--- src/rtl/baud_gen.sv ---
// Programmable baud-rate generator: divided clock, end-of-period tick and an
// oversample tick, with shadowed divisor updates applied on period boundaries.
module baud_gen #(
   parameter int DIV_W        = 16,
   parameter int DEFAULT_DIV  = 434,
   parameter int DEFAULT_HIGH = 232,
   parameter int OVS_LOG2     = 4
) (
   input  logic             clk_50M,
   input  logic             rst_n,
   input  logic             en,
   input  logic             restart,
   input  logic             div_load,
   input  logic [DIV_W-1:0] div_in,
   input  logic [DIV_W-1:0] high_in,
   output logic             clk_out,
   output logic             tick,
   output logic             os_tick,
   output logic             div_pending
);

   localparam logic [DIV_W-1:0] L_DEF_DIV  = DIV_W'(DEFAULT_DIV);
   localparam logic [DIV_W-1:0] L_DEF_HIGH = DIV_W'(DEFAULT_HIGH);
   localparam logic [DIV_W-1:0] L_ONE      = DIV_W'(1);
   localparam logic [DIV_W-1:0] L_TWO      = DIV_W'(2);

   function automatic logic [DIV_W-1:0] f_os_div(input logic [DIV_W-1:0] i_div);
      logic [DIV_W-1:0] v_s;
      v_s = i_div >> OVS_LOG2;
      return (v_s == '0) ? L_ONE : v_s;
   endfunction

   logic [DIV_W-1:0] r_cnt, r_os_cnt;
   logic [DIV_W-1:0] r_div_act, r_high_act, r_os_div;
   logic [DIV_W-1:0] r_sh_div, r_sh_high;
   logic             r_pending, r_run;
   logic             r_clk_out, r_tick, r_os_tick;

   logic [DIV_W-1:0] w_sh_div, w_sh_high, w_ap_div, w_ap_high, w_ap_os;
   logic [DIV_W-1:0] w_div_n, w_high_n, w_os_div_n, w_cnt_n, w_os_cnt_n;
   logic             w_pend, w_wrap, w_period_start, w_apply, w_pend_n;
   logic             w_clk_n, w_tick_n, w_os_tick_n;

   always_comb begin
      // A div_load in the same cycle as an application point is forwarded,
      // so the freshly loaded value is what gets applied.
      w_sh_div  = div_load ? div_in  : r_sh_div;
      w_sh_high = div_load ? high_in : r_sh_high;
      w_pend    = div_load | r_pending;

      w_ap_div = (w_sh_div < L_TWO) ? L_TWO : w_sh_div;
      if (w_sh_high == '0)
         w_ap_high = w_ap_div >> 1;
      else if (w_sh_high >= w_ap_div)
         w_ap_high = w_ap_div - L_ONE;
      else
         w_ap_high = w_sh_high;
      w_ap_os = f_os_div(w_ap_div);

      w_wrap         = r_run && (r_cnt >= r_div_act - L_ONE);
      w_period_start = restart || !r_run || w_wrap;
      w_apply        = w_pend && (!en || w_period_start);
      w_pend_n       = w_pend && !w_apply;

      w_div_n    = w_apply ? w_ap_div  : r_div_act;
      w_high_n   = w_apply ? w_ap_high : r_high_act;
      w_os_div_n = w_apply ? w_ap_os   : r_os_div;

      w_cnt_n    = '0;
      w_os_cnt_n = '0;
      if (en && !w_period_start) begin
         w_cnt_n    = r_cnt + L_ONE;
         w_os_cnt_n = (r_os_cnt >= r_os_div - L_ONE) ? '0 : r_os_cnt + L_ONE;
      end

      // Outputs are registered from the next-cycle state so they are glitch-free.
      w_clk_n     = en && (w_cnt_n < w_high_n);
      w_tick_n    = en && (w_cnt_n == w_div_n - L_ONE);
      w_os_tick_n = en && !restart && (w_os_cnt_n == w_os_div_n - L_ONE);
   end

   always_ff @(posedge clk_50M or negedge rst_n) begin
      if (!rst_n) begin
         r_cnt      <= '0;
         r_os_cnt   <= '0;
         r_div_act  <= L_DEF_DIV;
         r_high_act <= L_DEF_HIGH;
         r_os_div   <= f_os_div(L_DEF_DIV);
         r_sh_div   <= L_DEF_DIV;
         r_sh_high  <= L_DEF_HIGH;
         r_pending  <= 1'b0;
         r_run      <= 1'b0;
         r_clk_out  <= 1'b0;
         r_tick     <= 1'b0;
         r_os_tick  <= 1'b0;
      end else begin
         r_cnt      <= w_cnt_n;
         r_os_cnt   <= w_os_cnt_n;
         r_div_act  <= w_div_n;
         r_high_act <= w_high_n;
         r_os_div   <= w_os_div_n;
         r_sh_div   <= w_sh_div;
         r_sh_high  <= w_sh_high;
         r_pending  <= w_pend_n;
         r_run      <= en;
         r_clk_out  <= w_clk_n;
         r_tick     <= w_tick_n;
         r_os_tick  <= w_os_tick_n;
      end
   end

   assign clk_out     = r_clk_out;
   assign tick        = r_tick;
   assign os_tick     = r_os_tick;
   assign div_pending = r_pending;

endmodule
--- config.mk ---
export PLATFORM = sky130hd
export DESIGN_NAME = baud_gen
export DESIGN_NICKNAME = d
export VERILOG_FILES = /design/src/rtl/baud_gen.sv
export SDC_FILE = /design/constraint.sdc
export NUM_CORES = 1
export LEC_CHECK = 0
export BUFFER_PORTS_ARGS = -buffer_cell sky130_fd_sc_hd__buf_4
export CORE_ASPECT_RATIO = 1.25
export CORE_MARGIN = 2
export CORE_UTILIZATION = 60
export DETAILED_ROUTE_END_ITERATION = 16
export PLACE_DENSITY = 0.78
export RECOVER_POWER = 25
export SLEW_MARGIN = 0
export SYNTH_ARGS = -nofsm -noshare
export SYNTH_HDL_FRONTEND = slang
export SYNTH_SLANG_ARGS = --single-unit
--- constraint.sdc ---
create_clock -name clk_50M -period 16.39 [get_ports clk_50M]
set_input_delay 0.8195 -clock clk_50M [delete_from_list [all_inputs] [get_ports clk_50M]]
set_output_delay 0.8195 -clock clk_50M [all_outputs]
set_load 0.02 [all_outputs]
==> impl_metrics.py <==
metrics = {
    "cts": {
        "worst_skew_pair.late_latency_ns": 0.43,
        "cts_tree": "built",
        "cts_max_path_buffers": 2,
        "clockRootBuffer": "sky130_fd_sc_hd__clkbuf_16",
        "post_cts.resized_instances": 0,
        "numCtsBuffers": 17,
        "cts.reportedPaths.clkPinSlew_ns": 0.06,
        "numClockSinks": 117,
        "cts.repair_timing.setup_buffer_count": 0,
        "ctsHoldBuffers": 0,
        "h_tree_levels": 4,
    },
    "worst_setup_path": {
        "rrSetupSlack_ns": 9.79,
        "worstSetupStartpoint": "div_load",
        "worst_path_max_delay_cell": "sky130_fd_sc_hd__clkbuf_1",
        "setup.worst_path.class": "primary input to flop",
        "cpMostUsedCell": "sky130_fd_sc_hd__a21o_1",
        "worst_ep_arrival_time_ns": 8.69,
        "startpoint_type": "primary input",
        "critPathMaxFanout": 51,
        "path_cells": "clkbuf_1, mux2i_4, o211ai_2, or2_1, o41a_1, ha_1, nand2b_1, a21o_1, a21o_1, a21oi_1, o21ai_0, a221oi_1, nand2_1, mux2i_1, mux2_2, o21a_1, ha_1, a21o_1, a21o_1, a21oi_1, o21ai_0, or3_1, o22ai_1",
        "crit-reg2reg-launch": "r_div_act[2]",
        "timing.critical_path.slowest_cell_delay_ns": 1.91,
        "cp_data_required_time_ns": 16.73,
        "setup.worst_path.end_class": "flop",
    },
    "die": {
        "design.die.area_um2": 15800,
        "std_cell_rows": 49,
        "ios": 41,
        "floorplan.die.width_um": 113,
        "dieHeight_um": 140,
        "initial_core_util_pct": 61.6,
        "coreArea_um2": 14500,
    },
    "sta": {
        "worst_slew_margin_pct": -83.9,
        "final_count_of_pins_violating_max_slew": 99,
        "fin_crit_ns": 8.35,
        "final.hold.worst_slack_ns": 0.479,
        "final.setup.worst_slack_ns": 8.04,
        "period_share_pct": 50.9,
        "finalHoldViolCount": 0,
        "worst_clock_skew_ns": 0.00830,
        "timing.fmax_mhz": 120,
        "worstMarginPinSlew_ns": 2.76,
        "timing.setup.tns_ns": 0,
        "rsz0062_at_grt": "false",
        "report.final.setup_viol": 0,
    },
    "power": {
        "power_density_nw_per_um2": 97.6,
        "static-leakage-power_nw": 4.35,
        "vdd_ir_drop_max_mv": 0.0669,
    },
    "logic_synthesis": {
        "synth-seq-cells": 117,
        "netlist_area_um2": 8910,
        "synthesis.area_per_instance_um2": 9.35,
        "cell_accounting_for_the_most_synthesized_area": "sky130_fd_sc_hd__dfrtp_1",
        "synth_largest_type_area_fraction_pct": 26.7,
        "synth_ff_type": "sky130_fd_sc_hd__dfrtp_1",
        "yosys.cell_types.count": 84,
        "async_reset_ff_share_pct": 100,
        "synthesis.instances": 953,
        "synth-seq-area-share_pct": 33.2,
        "syn-num-nets": 1060,
        "synth_enable_flop_cells": 0,
        "synth_area_leaders": "sky130_fd_sc_hd__dfrtp_1 27%, sky130_fd_sc_hd__ha_1 9.8%, sky130_fd_sc_hd__dfstp_2 6.5%",
        "synth_warnings": 0,
    },
    "grt": {
        "grt_antenna_before_repair": 0,
        "first_global_vias": 7347,
        "global_route_usage_over_all_layers_pct": 31.2,
        "grt_overflow_total": 0,
        "grt_start_max_net_pins": 74,
        "wire_length_of_the_first_global_routing_pass_mm": 38.4,
    },
    "job": {
        "max-cap-violations": 2,
    },
    "route": {
        "firstDrtPassIters": 11,
        "drt-total-wl_mm": 23.5,
        "drc": 1,
        "wire_per_inst_um": 20.2,
        "drt_iter0_markers": 519,
        "drt.antenna.violating_nets": 0,
        "dr_total_vias": 7301,
        "detail_route.vias_per_cell": 6.25,
    },
    "final_layout": {
        "final_cell_area_um2": 9800,
        "layout.cells.non_filler": 1168,
        "drive_above_1_share_pct": 15.2,
        "n_fill_cell": 1187,
        "num_antenna_cells": 0,
        "syn_to_final_growth_pct": 10.0,
        "fin_nets": 1084,
    },
    "placement": {
        "pre_cts_slack_ns": 9.28,
        "dpl.hpwl_mm": 17.8,
        "placed_area_um2": 9250,
        "dp_cells": 1136,
        "place_congestion": 0.919,
        "port-buffer-count": 40,
    },
    "hold_path": {
        "worst_hold_path_type": "flop to flop",
        "min_from": "r_high_act[8]",
    },
    "status": {
        "outcome": "finished with violations",
        "failed_checks": "design-rule violations, max-capacitance violations, max-slew violations",
    },
}
-- Yosys cell counts, types with 5 or more instances --
master	count
sky130_fd_sc_hd__a21oi_1	33
sky130_fd_sc_hd__o21a_1	24
sky130_fd_sc_hd__a31oi_1	7
sky130_fd_sc_hd__nor4_1	15
sky130_fd_sc_hd__o21ai_1	6
sky130_fd_sc_hd__mux2_2	22
sky130_fd_sc_hd__and3_1	10
sky130_fd_sc_hd__mux2i_1	55
sky130_fd_sc_hd__nand2b_1	6
sky130_fd_sc_hd__nor2_1	91
sky130_fd_sc_hd__o211ai_1	6
sky130_fd_sc_hd__nand4_1	13
sky130_fd_sc_hd__nand3b_1	5
sky130_fd_sc_hd__dfrtp_1	95
sky130_fd_sc_hd__buf_6	7
sky130_fd_sc_hd__or2_2	6
sky130_fd_sc_hd__nor3b_1	8
sky130_fd_sc_hd__and4_1	5
sky130_fd_sc_hd__xnor2_1	62
sky130_fd_sc_hd__buf_2	7
sky130_fd_sc_hd__dfstp_2	22
sky130_fd_sc_hd__or3_1	9
sky130_fd_sc_hd__a211oi_1	5
sky130_fd_sc_hd__a21o_1	13
sky130_fd_sc_hd__nand2_1	61
sky130_fd_sc_hd__inv_1	45
sky130_fd_sc_hd__nand3_1	26
sky130_fd_sc_hd__nor3_1	37
sky130_fd_sc_hd__o21ai_0	31
sky130_fd_sc_hd__xor2_1	39
sky130_fd_sc_hd__ha_1	70
sky130_fd_sc_hd__clkbuf_1	22
-- registers in the layout, indices dropped and copies added, names as in the netlist, 16 cells and up --
name,cells
r_sh_div,16
r_div_act,16
r_os_cnt,16
r_cnt,16
r_sh_high,16
r_high_act,16
r_os_div,16
-- area by class of cell --
type | instances | area [um2] | share of cell area (%)
Clock buffer | 19 | 443 | 4.52
Clock inverter | 13 | 134 | 1.37
Inverter | 48 | 180 | 1.84
Multi-Input combinational cell | 746 | 5530 | 56.4
Sequential cell | 117 | 2960 | 30.2
Tap cell | 178 | 223 | 2.27
Timing Repair Buffer | 47 | 342 | 3.48
-- placed cells by master, fill, tap and decap left out, types with 8 or more instances in the layout --
cell / Yosys / layout
sky130_fd_sc_hd__o21ai_0: 31 / 31
sky130_fd_sc_hd__or3_1: 9 / 9
sky130_fd_sc_hd__dfrtp_1: 95 / 95
sky130_fd_sc_hd__mux2i_1: 55 / 55
sky130_fd_sc_hd__nor2_1: 91 / 91
sky130_fd_sc_hd__buf_4: 2 / 44
sky130_fd_sc_hd__mux2_2: 22 / 13
sky130_fd_sc_hd__ha_1: 70 / 70
sky130_fd_sc_hd__nor3_1: 37 / 37
sky130_fd_sc_hd__nand3_1: 26 / 26
sky130_fd_sc_hd__clkbuf_16: 0 / 17
sky130_fd_sc_hd__and3_1: 10 / 10
sky130_fd_sc_hd__xor2_1: 39 / 39
sky130_fd_sc_hd__xnor2_1: 62 / 62
sky130_fd_sc_hd__nand4_1: 13 / 13
sky130_fd_sc_hd__a21o_1: 13 / 13
sky130_fd_sc_hd__a21oi_1: 33 / 33
sky130_fd_sc_hd__nor3b_1: 8 / 8
sky130_fd_sc_hd__inv_1: 45 / 45
sky130_fd_sc_hd__o21a_1: 24 / 24
sky130_fd_sc_hd__nor4_1: 15 / 15
sky130_fd_sc_hd__nand2_1: 61 / 61
sky130_fd_sc_hd__mux2_1: 0 / 12
sky130_fd_sc_hd__dfstp_2: 22 / 22
-- report_power, final --
part	total, mW	switching (mW)	internal (mW)
combinational	0.238	0.137	0.101
sequential	0.350	0.0267	0.324
clock	0.369	0.143	0.226
total	0.957	0.306	0.651
-- layer usage --
| metal | vias up | share of wire, % | global-route usage, % |
|---|---|---|---|
| met2 | 223 | 52 | 55.4 |
| li1 | 3460 | - | - |
| met1 | 3539 | 40 | 36.6 |
| met5 | - | 0 | 0 |
| met4 | 0 | 4.6 | 14.2 |
| met3 | 79 | 4.0 | 5.58 |
-- cell families after synthesis --
group	Yosys count	synth area share (%)
adders and majority gates	70	9.83
AOI/OAI and AO/OA	165	12.7
buffers and inverters	90	4.69
xor gates and xnor gates	101	9.93
and+or+nand+nor	325	19.2
DFF	117	33.2
muxes	85	10.4
-- per-stage QoR --
step | power [mW] | util [%]
after floorplan | 0.524 | -
after global placement | 0.583 | 63.9
after detailed placement | 0.589 | 63.9
after CTS | 0.956 | 67.9
after global routing | 1.00 | 67.7
final | 0.957 | 67.7
-- critical path, delay by kind of cell --
family	cells	cell delay, ns
buf+inv	1	1.91
fa+ha+maj	2	0.59
compound gates	13	2.74
simple gates	4	1.42
mux	3	1.16
-- final timing paths --
check,to,depth (start not counted)
worst max-delay path,clk_out,23
worst min-delay path,r_high_act[8],2
worst max register to register,os_tick,21
worst min register to register,r_high_act[8],2
max in group asynchronous,r_os_cnt[0],2
min in group asynchronous,r_sh_high[15],1
No activity file was read; power rests on OpenSTA's default activity.
